$ cat src/rtl/mdu_sched_ctrl.sv
// rtl/mdu_sched_ctrl.sv - shared multiply/divide unit sequencer with round-robin arbitration
// One op in flight: arbitrate in IDLE, run MUL or restoring DIV, hold the result until taken.

module mdu_sched_ctrl #(
  parameter int NUM_REQ = 2,
  parameter int TAG_W   = 5,
  parameter int MUL_LAT = 3
) (
  input  logic                   clk,
  input  logic                   rst,
  input  logic [NUM_REQ-1:0]     req_valid,
  output logic [NUM_REQ-1:0]     req_ready,
  input  logic [NUM_REQ*3-1:0]   req_op,
  input  logic [NUM_REQ*32-1:0]  req_a,
  input  logic [NUM_REQ*32-1:0]  req_b,
  input  logic [NUM_REQ*TAG_W-1:0] req_tag,
  input  logic                   flush,
  output logic                   res_valid,
  input  logic                   res_ready,
  output logic [31:0]            res_data,
  output logic [TAG_W-1:0]       res_tag,
  output logic                   busy
);

  localparam int PTR_W = (NUM_REQ > 1) ? $clog2(NUM_REQ) : 1;
  localparam int CNT_W = ($clog2(MUL_LAT) > 5) ? $clog2(MUL_LAT) : 5;

  typedef enum logic [2:0] {
    OP_MUL    = 3'd0,
    OP_MULH   = 3'd1,
    OP_MULHSU = 3'd2,
    OP_MULHU  = 3'd3,
    OP_DIV    = 3'd4,
    OP_DIVU   = 3'd5,
    OP_REM    = 3'd6,
    OP_REMU   = 3'd7
  } mdu_op_e;

  typedef enum logic [2:0] {
    ST_IDLE = 3'd0,
    ST_MUL  = 3'd1,
    ST_DIV  = 3'd2,
    ST_FIX  = 3'd3,
    ST_DONE = 3'd4
  } state_e;

  state_e             state_q, state_d;
  logic [PTR_W-1:0]   rr_ptr_q, rr_ptr_d;
  mdu_op_e            op_q, op_d;
  logic [31:0]        a_q, a_d;
  logic [31:0]        b_q, b_d;
  logic [TAG_W-1:0]   tag_q, tag_d;
  logic [CNT_W-1:0]   cnt_q, cnt_d;
  logic [31:0]        quo_q, quo_d;
  logic [31:0]        rem_q, rem_d;
  logic [31:0]        res_data_q, res_data_d;

  logic               found;
  logic [PTR_W-1:0]   win;
  logic [PTR_W-1:0]   idx_p;
  int                 idx;
  logic [NUM_REQ-1:0] grant;
  logic [2:0]         sel_op;
  logic [31:0]        sel_a;
  logic [31:0]        sel_b;
  logic [TAG_W-1:0]   sel_tag;

  // Round-robin scan starting at rr_ptr; the winner's fields are muxed out for latching.
  always_comb begin
    found   = 1'b0;
    win     = '0;
    idx     = 0;
    idx_p   = '0;
    grant   = '0;
    sel_op  = '0;
    sel_a   = '0;
    sel_b   = '0;
    sel_tag = '0;
    for (int k = 0; k < NUM_REQ; k++) begin
      idx = int'(rr_ptr_q) + k;
      if (idx >= NUM_REQ) idx = idx - NUM_REQ;
      idx_p = PTR_W'(idx);
      if (!found && req_valid[idx_p]) begin
        found = 1'b1;
        win   = idx_p;
      end
    end
    for (int i = 0; i < NUM_REQ; i++) begin
      if (found && win == PTR_W'(i)) begin
        grant[i] = 1'b1;
        sel_op   = req_op[3*i +: 3];
        sel_a    = req_a[32*i +: 32];
        sel_b    = req_b[32*i +: 32];
        sel_tag  = req_tag[TAG_W*i +: TAG_W];
      end
    end
  end

  assign req_ready = (state_q == ST_IDLE && !flush) ? grant : '0;

  logic        a_sgn, b_sgn;
  logic [63:0] mul_a, mul_b, prod;
  logic [31:0] mul_res;

  // Sign-extend to 64 bits so one unsigned multiply covers all signedness combinations.
  always_comb begin
    a_sgn   = (op_q != OP_MULHU);
    b_sgn   = (op_q == OP_MUL) || (op_q == OP_MULH);
    mul_a   = {{32{a_sgn & a_q[31]}}, a_q};
    mul_b   = {{32{b_sgn & b_q[31]}}, b_q};
    prod    = mul_a * mul_b;
    mul_res = (op_q == OP_MUL) ? prod[31:0] : prod[63:32];
  end

  logic        div_sgn, is_rem;
  logic [31:0] mag_a, mag_b;
  logic [31:0] rem_in, quo_in;
  logic [32:0] shifted;
  logic        ge;
  logic [31:0] rem_nx, quo_nx;
  logic [31:0] q_fix, r_fix;

  // First DIV cycle seeds the shift register from the dividend magnitude directly.
  always_comb begin
    div_sgn = !op_q[0];
    is_rem  = op_q[1];
    mag_a   = (div_sgn && a_q[31]) ? -a_q : a_q;
    mag_b   = (div_sgn && b_q[31]) ? -b_q : b_q;
    rem_in  = (cnt_q == '0) ? 32'd0 : rem_q;
    quo_in  = (cnt_q == '0) ? mag_a : quo_q;
    shifted = {rem_in, quo_in[31]};
    ge      = shifted >= {1'b0, mag_b};
    rem_nx  = ge ? 32'(shifted - {1'b0, mag_b}) : shifted[31:0];
    quo_nx  = {quo_in[30:0], ge};
    q_fix   = (div_sgn && (a_q[31] ^ b_q[31])) ? -quo_q : quo_q;
    r_fix   = (div_sgn && a_q[31]) ? -rem_q : rem_q;
  end

  always_comb begin
    state_d    = state_q;
    rr_ptr_d   = rr_ptr_q;
    op_d       = op_q;
    a_d        = a_q;
    b_d        = b_q;
    tag_d      = tag_q;
    cnt_d      = cnt_q;
    quo_d      = quo_q;
    rem_d      = rem_q;
    res_data_d = res_data_q;
    case (state_q)
      ST_IDLE: begin
        if (|req_ready) begin
          op_d     = mdu_op_e'(sel_op);
          a_d      = sel_a;
          b_d      = sel_b;
          tag_d    = sel_tag;
          cnt_d    = '0;
          rr_ptr_d = (win == PTR_W'(NUM_REQ - 1)) ? '0 : win + 1'b1;
          state_d  = sel_op[2] ? ST_DIV : ST_MUL;
        end
      end
      ST_MUL: begin
        if (cnt_q == CNT_W'(MUL_LAT - 1)) begin
          res_data_d = mul_res;
          state_d    = ST_DONE;
        end else begin
          cnt_d = cnt_q + 1'b1;
        end
      end
      ST_DIV: begin
        if (cnt_q == '0 && b_q == 32'd0) begin
          res_data_d = is_rem ? a_q : 32'hFFFF_FFFF;
          state_d    = ST_DONE;
        end else if (cnt_q == '0 && div_sgn && a_q == 32'h8000_0000 && b_q == 32'hFFFF_FFFF) begin
          res_data_d = is_rem ? 32'd0 : 32'h8000_0000;
          state_d    = ST_DONE;
        end else begin
          quo_d = quo_nx;
          rem_d = rem_nx;
          if (cnt_q == CNT_W'(31)) state_d = ST_FIX;
          else                     cnt_d   = cnt_q + 1'b1;
        end
      end
      ST_FIX: begin
        res_data_d = is_rem ? r_fix : q_fix;
        state_d    = ST_DONE;
      end
      ST_DONE: begin
        if (res_ready) state_d = ST_IDLE;
      end
      default: state_d = ST_IDLE;
    endcase
    if (flush) state_d = ST_IDLE;
  end

  always_ff @(posedge clk or posedge rst) begin
    if (rst) begin
      state_q    <= ST_IDLE;
      rr_ptr_q   <= '0;
      op_q       <= OP_MUL;
      a_q        <= '0;
      b_q        <= '0;
      tag_q      <= '0;
      cnt_q      <= '0;
      quo_q      <= '0;
      rem_q      <= '0;
      res_data_q <= '0;
    end else begin
      state_q    <= state_d;
      rr_ptr_q   <= rr_ptr_d;
      op_q       <= op_d;
      a_q        <= a_d;
      b_q        <= b_d;
      tag_q      <= tag_d;
      cnt_q      <= cnt_d;
      quo_q      <= quo_d;
      rem_q      <= rem_d;
      res_data_q <= res_data_d;
    end
  end

  assign res_valid = (state_q == ST_DONE);
  assign res_data  = res_data_q;
  assign res_tag   = tag_q;
  assign busy      = (state_q != ST_IDLE);

endmodule

$ cat config.mk
export PLATFORM = sky130hd
export DESIGN_NAME = mdu_sched_ctrl
export DESIGN_NICKNAME = d
export VERILOG_FILES = /design/src/rtl/mdu_sched_ctrl.sv
export SDC_FILE = /design/constraint.sdc
export NUM_CORES = 2
export LEC_CHECK = 0
export ABC_AREA = 1
export BUFFER_PORTS_ARGS = -buffer_cell sky130_fd_sc_hd__clkbuf_2
export CORE_UTILIZATION = 30
export DETAILED_ROUTE_END_ITERATION = 16
export GPL_ROUTABILITY_DRIVEN = 0
export PLACE_DENSITY = 0.54
export SLEW_MARGIN = 25
export SYNTH_ARGS = -nofsm -noshare
export SYNTH_HDL_FRONTEND = slang
export SYNTH_SLANG_ARGS = --single-unit
$ cat constraint.sdc
create_clock -name clk -period 14.15 [get_ports clk]
set_input_delay 2.83 -clock clk [delete_from_list [all_inputs] [get_ports clk]]
set_output_delay 2.83 -clock clk [all_outputs]
set_load 0.05 [all_outputs]
=== Yosys cells after proc, flatten, opt, wreduce, memory -nomap -nowiden ===
Index checks and enable logic that the tools add are counted.

* Logic and storage cells: 133
* Output and inout port bits: 41
* Bits in registers: 177
* Input port bits: 150

* Bitwise logic cells: 6
* Equality and inequality tests: 21
* Add/subtract/negate cells: 10
* Multiply operators: 1
* Reduce and logical (&&, ||, !) cells: 28
* Order comparisons: 5
* Muxes and demuxes: 52

{| class="wikitable"
|+ Operators with widths
! kind !! number
|-
| two-way mux 32 bit || 18
|-
| negation 32 bit || 4
|-
| case mux 32 bit (3 select lines) || 1
|-
| equality test 32 bit (second input constant) || 2
|-
| multiplier 33 x 33 -> 64 bit || 1
|-
| two-way mux 5 bit || 7
|-
| >= comparator 33 x 32 -> 1 bit || 1
|-
| logical NOT 32 bit || 1
|-
| subtractor 32 bit || 1
|-
| two-way mux 3 bit || 9
|-
| case mux 3 bit (5 select lines) || 1
|-
| case mux 5 bit (3 select lines) || 1
|-
| two-way mux 1 bit || 13
|-
| logical AND 1 bit || 11
|-
| != test 2 bit (second input constant) || 5
|-
| != test 3 x 2 -> 1 bit (second input constant) || 3
|-
| nonzero test 3 bit || 3
|-
| equality test 3 x 1 -> 1 bit (second input constant) || 2
|-
| equality test 3 x 2 -> 1 bit (second input constant) || 2
|-
| logical NOT 3 bit || 2
|-
| != test 3 bit (second input constant) || 2
|-
| AND reduction 3 bit || 2
|-
| AND reduction 6 bit || 1
|-
| adder 5 x 1 -> 5 bit (second input constant) || 1
|-
| 21 further kinds || 29
|}

=== Longest topological paths before layout ===
* Depth after elaboration: 16
* Gate-level depth with buffers: 36
* Depth with buffers taken out: 35

=== Worst setup path before layout ===
Ideal clock, no wire load.

* Path kind: register to register
* From: register op_q[0]
* To: register res_data_q[31], in the netlist res_data[31]
* Slack: 6179 ps
* Period minus slack after synthesis: 7971 ps
* Stages on the path, launching flop included: 34
* Required time: 14073 ps
* Buffers on the path: 2
* Library setup time: 77 ps
* Arrival: 7894 ps
* Cell sequence: dfrtp_1 -> buf_2 -> nand3_1 -> nand2_1 -> clkbuf_1 -> nor2_1 -> fa_1 -> inv_1 -> fa_1 -> inv_1 -> fa_1 -> inv_1 -> fa_1 -> inv_1 -> fa_1 -> fa_1 -> fa_1 -> inv_1 -> fa_1 -> inv_1 -> ha_1 -> nand2_1 -> nor2_1 -> nand2_1 -> nor2_1 -> and3_1 -> nand2_1 -> nand2_1 -> inv_1 -> nand2_1 -> nand3_1 -> nand2_1 -> nand2_1 -> a21oi_1

* Cells in the longest elaborated chain, start to end: 7
* Elaborated cells on any way between the ends: 21
* Those cells by class: 1 x mul; 3 x eq/ne; 6 x mux; 2 x bitwise; 9 x reduce/logical

{| class="wikitable"
|+ Ends and longest elaborated chain
! item !! line !! text
|-
| start, declared || 49 || <nowiki>mdu_op_e op_q, op_d;</nowiki>
|-
| start signal, assigned || 211 || <nowiki>op_q <= op_d;</nowiki>
|-
| equality test 3 x 1 -> 1 bit or logical NOT 3 bit (tied branches) || 108, 112 ||
|-
| logical OR 1 bit || 108 || <nowiki>b_sgn = (op_q == OP_MUL) || (op_q == OP_MULH);</nowiki>
|-
| AND 1 bit || 110 || <nowiki>mul_b = {{32{b_sgn & b_q[31]}}, b_q};</nowiki>
|-
| multiplier 33 x 33 -> 64 bit || 111 || <nowiki>prod = mul_a * mul_b;</nowiki>
|-
| two-way mux 32 bit || 112 || <nowiki>mul_res = (op_q == OP_MUL) ? prod[31:0] : prod[63:32];</nowiki>
|-
| two-way mux 32 bit || 163 || <nowiki>if (cnt_q == CNT_W'(MUL_LAT - 1)) begin</nowiki>
|-
| case mux 32 bit (3 select lines) || 150 || <nowiki>case (state_q)</nowiki>
|-
| end signal, assigned || 218 || <nowiki>res_data_q <= res_data_d;</nowiki>
|-
| end, declared || 56 || <nowiki>logic [31:0] res_data_q, res_data_d;</nowiki>
|}

Several ways; a longest one is shown, not always the timed one. The select of a mux whose other input is x is not followed.
A chain may end at the register's enable or synchronous reset.

=== Worst setup path in the final report ===
* From: register op_q[1]
* To: register res_data_q[31], in the netlist res_data[31]

* Cells in the longest elaborated chain, start to end: 7
* Elaborated cells on any way between the ends: 15
* Those cells by class: 1 x mul; 2 x eq/ne; 8 x mux; 2 x bitwise; 2 x reduce/logical

{| class="wikitable"
|+ Ends and longest elaborated chain
! item !! line
|-
| equality test 3 x 1 -> 1 bit or logical NOT 3 bit (tied branches) || 108, 112
|-
| logical OR 1 bit || 108
|-
| AND 1 bit || 110
|-
| multiplier 33 x 33 -> 64 bit || 111
|-
| two-way mux 32 bit || 112
|-
| two-way mux 32 bit || 163
|-
| case mux 32 bit (3 select lines) (*) || 150
|}

Every way passes the cells marked *; elsewhere a longest branch is shown, timed or not. The select of a mux whose other input is x is not followed.

==> impl_results.md <==
* Antenna diodes at 0
* Worst Tran Pin Value at 1000 ps
* Share of layout cells above drive strength 1 at 5.21%
* Area Overhead vs Synth at 6.89%
* Crit Path Category: reg2reg
* Count of final max-slew check failures at 0
* Dpl ws at 4380 ps
* Fin crit share at 69.5%
* Post-synth EDFFs at 0
* Core region area at 0.181 mm²
* DRT iter0 DRCs at 4,114
* Area leader, netlist: fa_1
* Hold Crit Class: reg2reg
* Clock skew after layout at 16.0 ps
* Final worst slack at 4310 ps
* Largest net degree at the start of global routing at 111
* Initial antenna violation count at 6
* Most used cell, CP: nand2_1
* Max Cap Viol at 0
* Fmax at 102 MHz
* Hold path startpoint: res_data[0]
* Synth warnings at 0
* Bufs on Longest Clock Path at 2
* Mapped Area at 0.0549 mm²
* Root Buffer: clkbuf_16
* Top-Level Pins at 191
* R2R Path Start: op_q[1]
* DR vias/cell at 4.92
* First-pass GRT wire length at 302,000 µm
* CP max-delay cell: fa_1
* Initial core utilization at 30.3%
* DR DRC count at 0
* #FFs+latches synth at 177
* Synth unique cells at 60
* Synth async-reset ratio at 100%
* Gr ovfl total at 0
* Routed Wire Length at 194,000 µm
* Design area at 0.0587 mm²
* Via count at 48,218
* Synth Area per Inst at 7.35 µm²
* Mapped Cells at 7,473
* Crit path required time at 14,570 ps
* Final setup fails at 0
* WL/cell at 19.8 µm
* Synthesized net count at 9,003
* Largest fanout on the critical path at 41
* Outcome: completed
* Post-layout net count at 8,939
* Die height at 430 µm
* Setup crit end kind: flop
* Worst skew pair latency at 500 ps
* Final TNS setup at 0 ps
* Input/output buffers at 190
* Most instantiated cells after synthesis: 2,017 x nand2_1, 1,808 x inv_1, 1,126 x fa_1
* Die area at 0.185 mm²
* Tmin final at 9840 ps
* Worst-path clk slew at 80 ps
* Unrepaired setup endpoints after global routing: false
* Clk sinks at 177
* DRT antenna net count at 0
* Drt pass-1 iters at 6
* Final Core Density at 32.4%
* Total GRT Usage at 21.2%
* CTS tree: built
* Yosys top cell area share at 41.1%
* Most common cell in the netlist: nand2_1
* Type of origin of the critical path: flop
* Final hold vios at 0
* Largest stage delay on the critical path at 860 ps
* Die W at 430 µm
* Placed instance area at 0.0581 mm²
* Buffer count from post-CTS setup fixing at 0
* Hold Buf Count CTS at 0
* Sequential share of the synthesized area at 8.07%
* Post_cts resized at 0
* TritonCTS buffer count at 17
* Site row count at 156
* Crit. Startpoint: op_q[1]
* Critical path data arrival time at 10,260 ps
* Slew headroom at 33.4%
* Area contributors post-synth: fa_1 41%, nand2_1 14%, inv_1 12%
* DP Wirelength at 154,000 µm
* H-tree levels at 4
* Synth Flop Type: dfrtp_1
* Vias in the first global route at 49,977
[path summary, 6_finish.rpt]
kind | to | slack (ps) | cells after the start
min in group asynchronous | rem_q[10] | 2450 | 2
worst min-delay path | res_data[0] | 490 | 2
max in group asynchronous | b_q[15] | 10430 | 4
worst max register to register | res_data[31] | 4310 | 30
worst max-delay path | res_data[31] | 4310 | 30
worst min register to register | res_data[0] | 490 | 2
[flip-flops by register name, indices dropped and copies added (netlist names)]
signal,count
rem_q,32
state_q,3
quo_q,32
cnt_q,5
b_q,32
rr_ptr_q,1
op_q,3
a_q,32
res_data,32
res_tag,5
[through the flow]
stage / cells / hold slack [ps]
2_1_floorplan: 7473 / 459
3_3_place_gp: 9759 / 466
3_5_place_dp: 9759 / 470
4_1_cts: 9791 / 491
5_1_grt: 9792 / 510
6_report: 9792 / 489
[routing by layer]
layer	GRT usage [%]	share of wire (%)	vias to the layer above
li1	-	-	21719
met1	28.5	42	24122
met2	34.3	46	2020
met3	3.29	7.6	355
met4	7.88	4.3	2
met5	0	0.010	-
[worst max-delay path: cells and delay by family (launching register included)]
family	cells	cell delay, ps
AO/OA/AOI/OAI	1	140
adder cells (fa/ha/maj)	9	5010
flip-flops	1	320
buffers and inverters	6	1390
AND/OR/NAND/NOR	14	2850
[cells in the final DEF (no fill, tap or decap), types with 4 or more instances in the layout]
cell / Yosys / routed
a21oi_1: 200 / 199
a31oi_1: 79 / 79
buf_4: 5 / 95
clkbuf_16: 0 / 17
clkbuf_2: 0 / 190
clkinv_1: 7 / 7
dfrtp_1: 177 / 163
dfrtp_2: 0 / 14
fa_1: 1126 / 1125
ha_1: 254 / 254
inv_1: 1808 / 1807
inv_2: 13 / 13
inv_6: 0 / 6
inv_8: 0 / 4
nand2_1: 2017 / 2016
nand3_1: 320 / 320
nand3b_1: 14 / 14
nand4_1: 36 / 36
nor2_1: 512 / 511
nor2_2: 5 / 4
nor2_4: 2 / 4
nor3_1: 41 / 41
nor3_2: 4 / 4
nor4_1: 14 / 14
o211ai_1: 23 / 23
o21ai_0: 242 / 242
o21ai_1: 35 / 35
o21bai_1: 20 / 20
o22ai_1: 4 / 4
o311ai_0: 4 / 4
o31ai_1: 5 / 5
or2_2: 8 / 8
xnor2_1: 14 / 14
xor2_1: 77 / 77
[kinds of logic (layout without fill, tap and decap cells)]
| kind of cell | count (synthesis) | count (layout) | synth area share [%] |
|---|---|---|---|
| AND/OR/NAND/NOR | 2990 | 2990 | 21.9 |
| buffers and inverters | 2199 | 2148 | 15.3 |
| adder cells (fa/ha/maj) | 1380 | 1380 | 46.9 |
| AO/OA/AOI/OAI | 636 | 636 | 6.41 |
| flip-flops | 177 | 177 | 8.07 |
| XOR/XNOR | 91 | 91 | 1.45 |
[cell type report]
class                      instances  area [µm²]
fill                           19563      123000
multi-input combinational       5097       42100
inverter                        1830        6880
sequential                       177        4450
tap                             2370        2970
timing repair buffer             286        1690
clock buffer                      20         447
clock inverter                    12         140
Power is left out: the tool's default activity adds up to more than one toggle a clock period on the data nets, which glitch-free logic cannot reach.
